[config.mk]
export PLATFORM = sky130hd
export DESIGN_NAME = prio_arbiter_8
export DESIGN_NICKNAME = d
export VERILOG_FILES = /design/src/rtl/prio_arbiter_8.sv
export SDC_FILE = /design/constraint.sdc
export NUM_CORES = 1
export LEC_CHECK = 0
export CELL_PAD_IN_SITES_DETAIL_PLACEMENT = 2
export CELL_PAD_IN_SITES_GLOBAL_PLACEMENT = 2
export CORE_UTILIZATION = 35
export DETAILED_ROUTE_END_ITERATION = 16
export DONT_BUFFER_PORTS = 1
export PLACE_DENSITY_LB_ADDON = 0.1
export SETUP_SLACK_MARGIN = 0.15
export SYNTH_ARGS = -nofsm -noshare
export SYNTH_HDL_FRONTEND = slang
export SYNTH_SLANG_ARGS = --single-unit
[constraint.sdc]
create_clock -name clk -period 2.1 [get_ports clk]
set_input_delay 0.21 -clock clk [delete_from_list [all_inputs] [get_ports clk]]
set_output_delay 0.21 -clock clk [all_outputs]
set_load 0.005 [all_outputs]
[src/rtl/prio_arbiter_8.sv]
// 8-requester arbiter with registered one-hot grant, hold limit and one dead cycle between owners.
// Define ARB_ROUND_ROBIN_EN to rotate priority after each grant; otherwise fixed priority, index 7 highest.
module prio_arbiter_8 #(
  parameter int MAX_HOLD = 16,
  parameter int CNT_W    = 5
) (
  input  logic       clk,
  input  logic       rst_n,
  input  logic [7:0] req,
  input  logic       rel,
  output logic [7:0] gnt,
  output logic [2:0] gnt_id,
  output logic       gnt_vld,
  output logic       timeout
);

  typedef enum logic {IDLE, GRANT} state_t;

  localparam bit               LIMIT_EN  = (MAX_HOLD != 0);
  localparam logic [CNT_W-1:0] LIMIT_CNT = CNT_W'((MAX_HOLD == 0) ? 0 : MAX_HOLD - 1);
  localparam logic [CNT_W-1:0] CNT_MAX   = {CNT_W{1'b1}};

  state_t           state_reg;
  logic [2:0]       owner_reg;
  logic [CNT_W-1:0] cnt_reg;
  logic [2:0]       win_id;
  logic             owner_drop;
  logic             limit_hit;
  logic             release_now;

`ifdef ARB_ROUND_ROBIN_EN
  logic [2:0] last_id;
  logic [7:0] rot_req;

  // rot_req[k] is the requester visited (k+1)-th, starting just below last_id.
  generate
    for (genvar gi = 0; gi < 8; gi++) begin : g_rot
      assign rot_req[gi] = req[3'(last_id - 3'(gi) - 3'd1)];
    end
  endgenerate

  always_comb begin
    win_id = 3'd0;
    for (int k = 7; k >= 0; k--) begin
      if (rot_req[k]) win_id = 3'(last_id - 3'(k) - 3'd1);
    end
  end
`else
  always_comb begin
    win_id = 3'd0;
    for (int i = 0; i < 8; i++) begin
      if (req[i]) win_id = 3'(i);
    end
  end
`endif

  assign owner_drop  = !req[owner_reg];
  assign limit_hit   = LIMIT_EN && (cnt_reg == LIMIT_CNT);
  assign release_now = rel || owner_drop || limit_hit;

  always_ff @(posedge clk or negedge rst_n) begin
    if (!rst_n) begin
      state_reg <= IDLE;
      owner_reg <= 3'd0;
      cnt_reg   <= '0;
      gnt       <= 8'h00;
      gnt_id    <= 3'd0;
      gnt_vld   <= 1'b0;
      timeout   <= 1'b0;
`ifdef ARB_ROUND_ROBIN_EN
      last_id   <= 3'd0;
`endif
    end else begin
      case (state_reg)
        IDLE: begin
          timeout <= 1'b0;
          if (req != 8'h00) begin
            state_reg <= GRANT;
            owner_reg <= win_id;
            cnt_reg   <= '0;
            gnt       <= 8'h01 << win_id;
            gnt_id    <= win_id;
            gnt_vld   <= 1'b1;
`ifdef ARB_ROUND_ROBIN_EN
            last_id   <= win_id;
`endif
          end
        end
        GRANT: begin
          if (cnt_reg != CNT_MAX) cnt_reg <= cnt_reg + 1'b1;
          if (release_now) begin
            state_reg <= IDLE;
            gnt       <= 8'h00;
            gnt_id    <= 3'd0;
            gnt_vld   <= 1'b0;
            // A release or request drop in the same cycle outranks the limit.
            timeout   <= limit_hit && !rel && !owner_drop;
          end
        end
        default: state_reg <= IDLE;
      endcase
    end
  end

endmodule

=== Word level (Yosys, flattened, before mapping) ===
Index checks and enable logic that the tools add are counted.

* Bits in registers: 22
* Input port bits: 11
* Logic and storage cells: 52

* Add/subtract/negate cells: 1
* Order comparisons: 1
* Eq/ne operators: 5
* Shift operators: 1
* Muxes and demuxes: 26
* Bitwise logic cells: 1
* Reductions and logical operators: 10

{| class="wikitable"
|+ Operators by type and width
! cell !! number
|-
| 3-bit two-way mux || 6
|-
| 8-bit two-way mux || 2
|-
| 8-bit case mux with 2 select lines || 1
|-
| 5-bit two-way mux || 2
|-
| 5-bit case mux with 2 select lines || 1
|-
| 8-bit nonzero test || 1
|-
| 1-bit by 3-bit left shift with 8-bit output (first input constant) || 1
|-
| 1-bit two-way mux || 7
|-
| 1-bit case mux with 2 select lines || 3
|-
| 3-bit case mux with 2 select lines || 1
|-
| 2-bit AND reduction || 3
|-
| 5-bit by 1-bit adder with 5-bit output (second input constant) || 1
|-
| 5-bit by 4-bit equality test with 1-bit output (second input constant) || 1
|-
| 5-bit != test (second input constant) || 1
|-
| 3-bit by 4-bit < comparator with 1-bit output (second input constant) || 1
|-
| 2-bit two-way mux || 2
|-
| 2-bit by 1-bit != test with 1-bit output (second input constant) || 2
|-
| 1-bit binary-select mux with 3-bit select || 1
|-
| 1-bit logical AND || 2
|-
| 1-bit zero test || 2
|-
| 1-bit logical OR || 2
|-
| 2-bit != test (second input constant) || 1
|-
| 1-bit NOT || 1
|}

=== Logic depth before layout (Yosys ltp) ===
* Word-level depth: 10
* Mapped depth: 8

=== Worst setup path before layout ===
No wires, ideal clock.

* Kind: register to register
* Start: reg cnt_reg[0]
* End: reg gnt[4]
* Arrival: 1.644 ns
* Data required time: 2.020 ns
* Path slack: 0.376 ns
* Cell stages (with the launch flop): 8
* Buffers on the path: 1
* Clock period less this slack: 1.724 ns
* Cell sequence: dfrtp_1 ha_1 and3_1 ha_1 a221oi_2 a21oi_2 buf_6 nor3_4

* Longest elaborated chain between the ends: 4

{| class="wikitable"
|+ Ends and longest elaborated chain
! element !! RTL line !! source
|-
| start, declared || 25 || <nowiki>logic [CNT_W-1:0] cnt_reg;</nowiki>
|-
| start signal, assigned || 90 || <nowiki>if (cnt_reg != CNT_MAX) cnt_reg <= cnt_reg + 1'b1;</nowiki>
|-
| 5-bit by 4-bit equality test with 1-bit output || 58 || <nowiki>assign limit_hit = LIMIT_EN && (cnt_reg == LIMIT_CNT);</nowiki>
|-
| 1-bit logical OR || 59 || <nowiki>assign release_now = rel || owner_drop || limit_hit;</nowiki>
|-
| 2-bit by 1-bit != test with 1-bit output (no line) || n/a ||
|-
| 2-bit AND reduction (no line) || n/a ||
|-
| end signal, assigned || 81 || <nowiki>gnt <= 8'h01 << win_id;</nowiki>
|-
| end, declared || 11 || <nowiki>output logic [7:0] gnt,</nowiki>
|}

No other way between the ends.
A chain may end at the register's enable or synchronous reset.

=== Final worst setup path ===
* Start: reg cnt_reg[0]
* End: reg gnt[0]

Same word-level chain as after synthesis.

==> impl_metrics.yaml <==
drt:
  routedWlPerCell_um: 20.16
  drc_errors: 0
  drt_wl_total_um: 3507
  vias: 987
  routed_via_density: 5.672
  ant_nets: 0
  first_pass_iters: 3
  initialDrtViolationCount: 14
worst_hold_path:
  worstHoldEndpoint: "gnt[7]$_DFFE_PN0P_"
  hold_path_class: "in2reg"
  hold_depth: 2
  min-delay-start: "req[7]"
timing:
  slew_violations: 0
  tightest_slew_ns: 1.026
  hold_slack_ns: 0.06037
  maxSlewHeadroom_pct: 31.41
  fmax_ghz: 0.5379
  setup_viol: 0
  fin_crit_sh_pct: 88.53
  rsz0062_at_grt: "false"
  final_hold_viol_count: 0
  setup_tns_ns: 0
  skew_ns: 0.005134
  finalCriticalPeriod_ns: 1.859
critical_path:
  timing.rr.start: "cnt_reg[0]$_DFFE_PN0P_"
  r2r_slack_ns: 0.24
  reg2reg_depth: 6
  crit_chain: "ha_2 -> and3_4 -> ha_4 -> a221oi_4 -> a21oi_4 -> o31ai_2"
  crit_path_top_delay_cell: "dfrtp_1"
  required_ns: 2.33
  r2r_end: "gnt[0]$_DFFE_PN0P_"
  worstSetupPathType: "reg2reg"
  crit_path_start_kind: "flop"
  endpoint_kind: "flop"
  worstPathMaxFanout: 6
  worstPathArrival_ns: 2.09
  critPathMaxStageDelay_ns: 0.43
synth:
  synth_top_area_cell: "dfrtp_1"
  synth.avg_cell_area_um2: 9.809
  synth_async_sr_flop_share_pct: 100.0
  ys_types: 40
  synth_edf_count: 0
  synth-seq-cells: 22
  synth_most_common_cell: "dfrtp_1"
  yosysWarnings: 0
  ys.flop_type: "dfrtp_1"
  synth_top_area_share_pct: 44.90
  seq_area_frac_synth_pct: 44.90
  synth_area_mm2: 0.001226
  synthCells: 125
  synthTopCellsByArea: "dfrtp_1, nor2_1, a21oi_1"
  synthesis.nets: 139
  synth_common_cells: "dfrtp_1, nor2_1, a21oi_1"
floorplanning:
  die_w_um: 61.19
  dieArea_mm2: 0.003744
  core_area_mm2: 0.003337
  die_h_um: 61.19
  num_rows: 21
  start_util_pct: 36.75
  floorplan.io_pins: 24
cells_and_area:
  diodes: 0
  area_growth_pct: 10.61
  largest_reg_flops: 8
  fillCellCount: 388
  final_nets: 144
  instances_no_fill: 174
  drive_gt1_share_pct: 19.53
run_status:
  status: "complete, no violations"
global_route:
  antenna_found_initial: 0
  grt_util_all_layers_pct: 20.63
  grt_pass1_vias: 1076
  grt_overflow: 0
  grt_pass1_wl_um: 5520
  grt_start_max_net_pins: 23
clock_tree:
  clock-root-buffer: "clkbuf_4"
  clk_latency_ns: 0.31
  cts.sinks: 22
  cts_tree: "done"
  htree_levels: 1
  clk_path_buf_depth: 2
  cts-buffers-inserted: 3
  clk_pin_slew_ns: 0.13
placed_design:
  dp_hpwl_um: 2432
  place.gp.congestion: 0.6781
  portBuffers: 0
  dp.cells: 166
pwr:
  p_leak_uw: 0.0005593
  powerDensity_mw_per_mm2: 1237
  power_uw: 1677
  vdd_drop_max_v: 0.0004516
run:
  cap_violations: 0
cells by family (layout without fill, tap and decap cells):
kind of cell | after synthesis | in the layout | share of synthesized area [%]
and+or+nand+nor | 48 | 48 | 21.53
muxes | 4 | 4 | 3.265
xor gates and xnor gates | 1 | 1 | 0.7144
AOI/OAI and AO/OA | 36 | 37 | 21.53
DFF | 22 | 22 | 44.90
adders and majority gates | 3 | 3 | 3.062
buffers and inverters | 11 | 13 | 5.000
per-layer routing:
layer	wire length [um]	vias to the layer above	global-route usage, %
li1	-	460	-
met1	1607	508	27.40
met2	1737	17	33.70
met3	141	2	6.513
met4	20	0	2.922
met5	0	-	0
report_power, final:
group | internal (uW) | switching, uW | total (uW)
combinational | 293 | 473 | 766
clock | 67.1 | 132 | 199
sequential | 560 | 152 | 712
critical path: cells and delay by family (launching register included):
family,cells,cell delay (ns)
AND/OR/NAND/NOR,1,0.20
AO/OA/AOI/OAI,3,0.76
adder cells (fa/ha/maj),2,0.39
flip-flops,1,0.43
worst max path at each step:
stage	cells after the start	startpoint	endpoint	slack [ns]
after floorplan	7	cnt_reg[0]$_DFFE_PN0P_	gnt[4]$_DFFE_PN0P_	0.38
after global placement	6	cnt_reg[0]$_DFFE_PN0P_	gnt[0]$_DFFE_PN0P_	0.22
after detailed placement	6	cnt_reg[0]$_DFFE_PN0P_	gnt[0]$_DFFE_PN0P_	0.09
after CTS	6	cnt_reg[0]$_DFFE_PN0P_	gnt[0]$_DFFE_PN0P_	0.15
after global routing	6	cnt_reg[0]$_DFFE_PN0P_	gnt[0]$_DFFE_PN0P_	0.16
final	6	cnt_reg[0]$_DFFE_PN0P_	gnt[0]$_DFFE_PN0P_	0.24
repair_timing:
action                                  4_1_cts  5_1_grt
endpoints found under the hold margin        22        0
setup buffers                                 0        3
endpoints found under the setup margin        9        8
cloned                                        0        1
resized for setup                             2        6
pin swaps                                     1        2
hold buffers                                  1        0
final cells by class:
type,count,area [um2],area share [%]
inverter,5,18.77,1.384
sequential,22,550.5,40.59
multi-input combinational,93,666.9,49.17
tap,46,57.56,4.244
timing repair buffer,5,40.04,2.952
clock buffer,3,22.52,1.661
stage by stage:
step | setup slack [ns] | cell area, um2 | utilization, %
final | 0.2409 | 1356 | 40.64
after global routing | 0.1564 | 1356 | 40.64
after CTS | 0.1517 | 1300 | 38.96
after detailed placement | 0.09176 | 1249 | 37.42
after global placement | 0.2230 | 1249 | 37.42
after floorplan | 0.3764 | 1226 | -
cells in the final DEF, fill, tap and decap left out, types with 2 or more instances in the layout:
master / synthesis / final
and2_1: 2 / 2
inv_1: 5 / 5
clkbuf_4: 0 / 3
mux2i_1: 4 / 4
nor4_2: 2 / 2
o21ai_1: 4 / 4
nor3_1: 2 / 2
o21ai_0: 2 / 2
nand3_1: 7 / 7
nor2b_1: 3 / 3
a21oi_2: 2 / 2
a21oi_1: 10 / 10
nor2_1: 15 / 15
nand2b_1: 2 / 2
buf_4: 1 / 4
o22ai_1: 2 / 2
a211oi_2: 2 / 2
nand2_1: 9 / 9
a22o_1: 2 / 2
dfrtp_1: 22 / 22
Note: power is estimated with default switching activity, not from simulation.
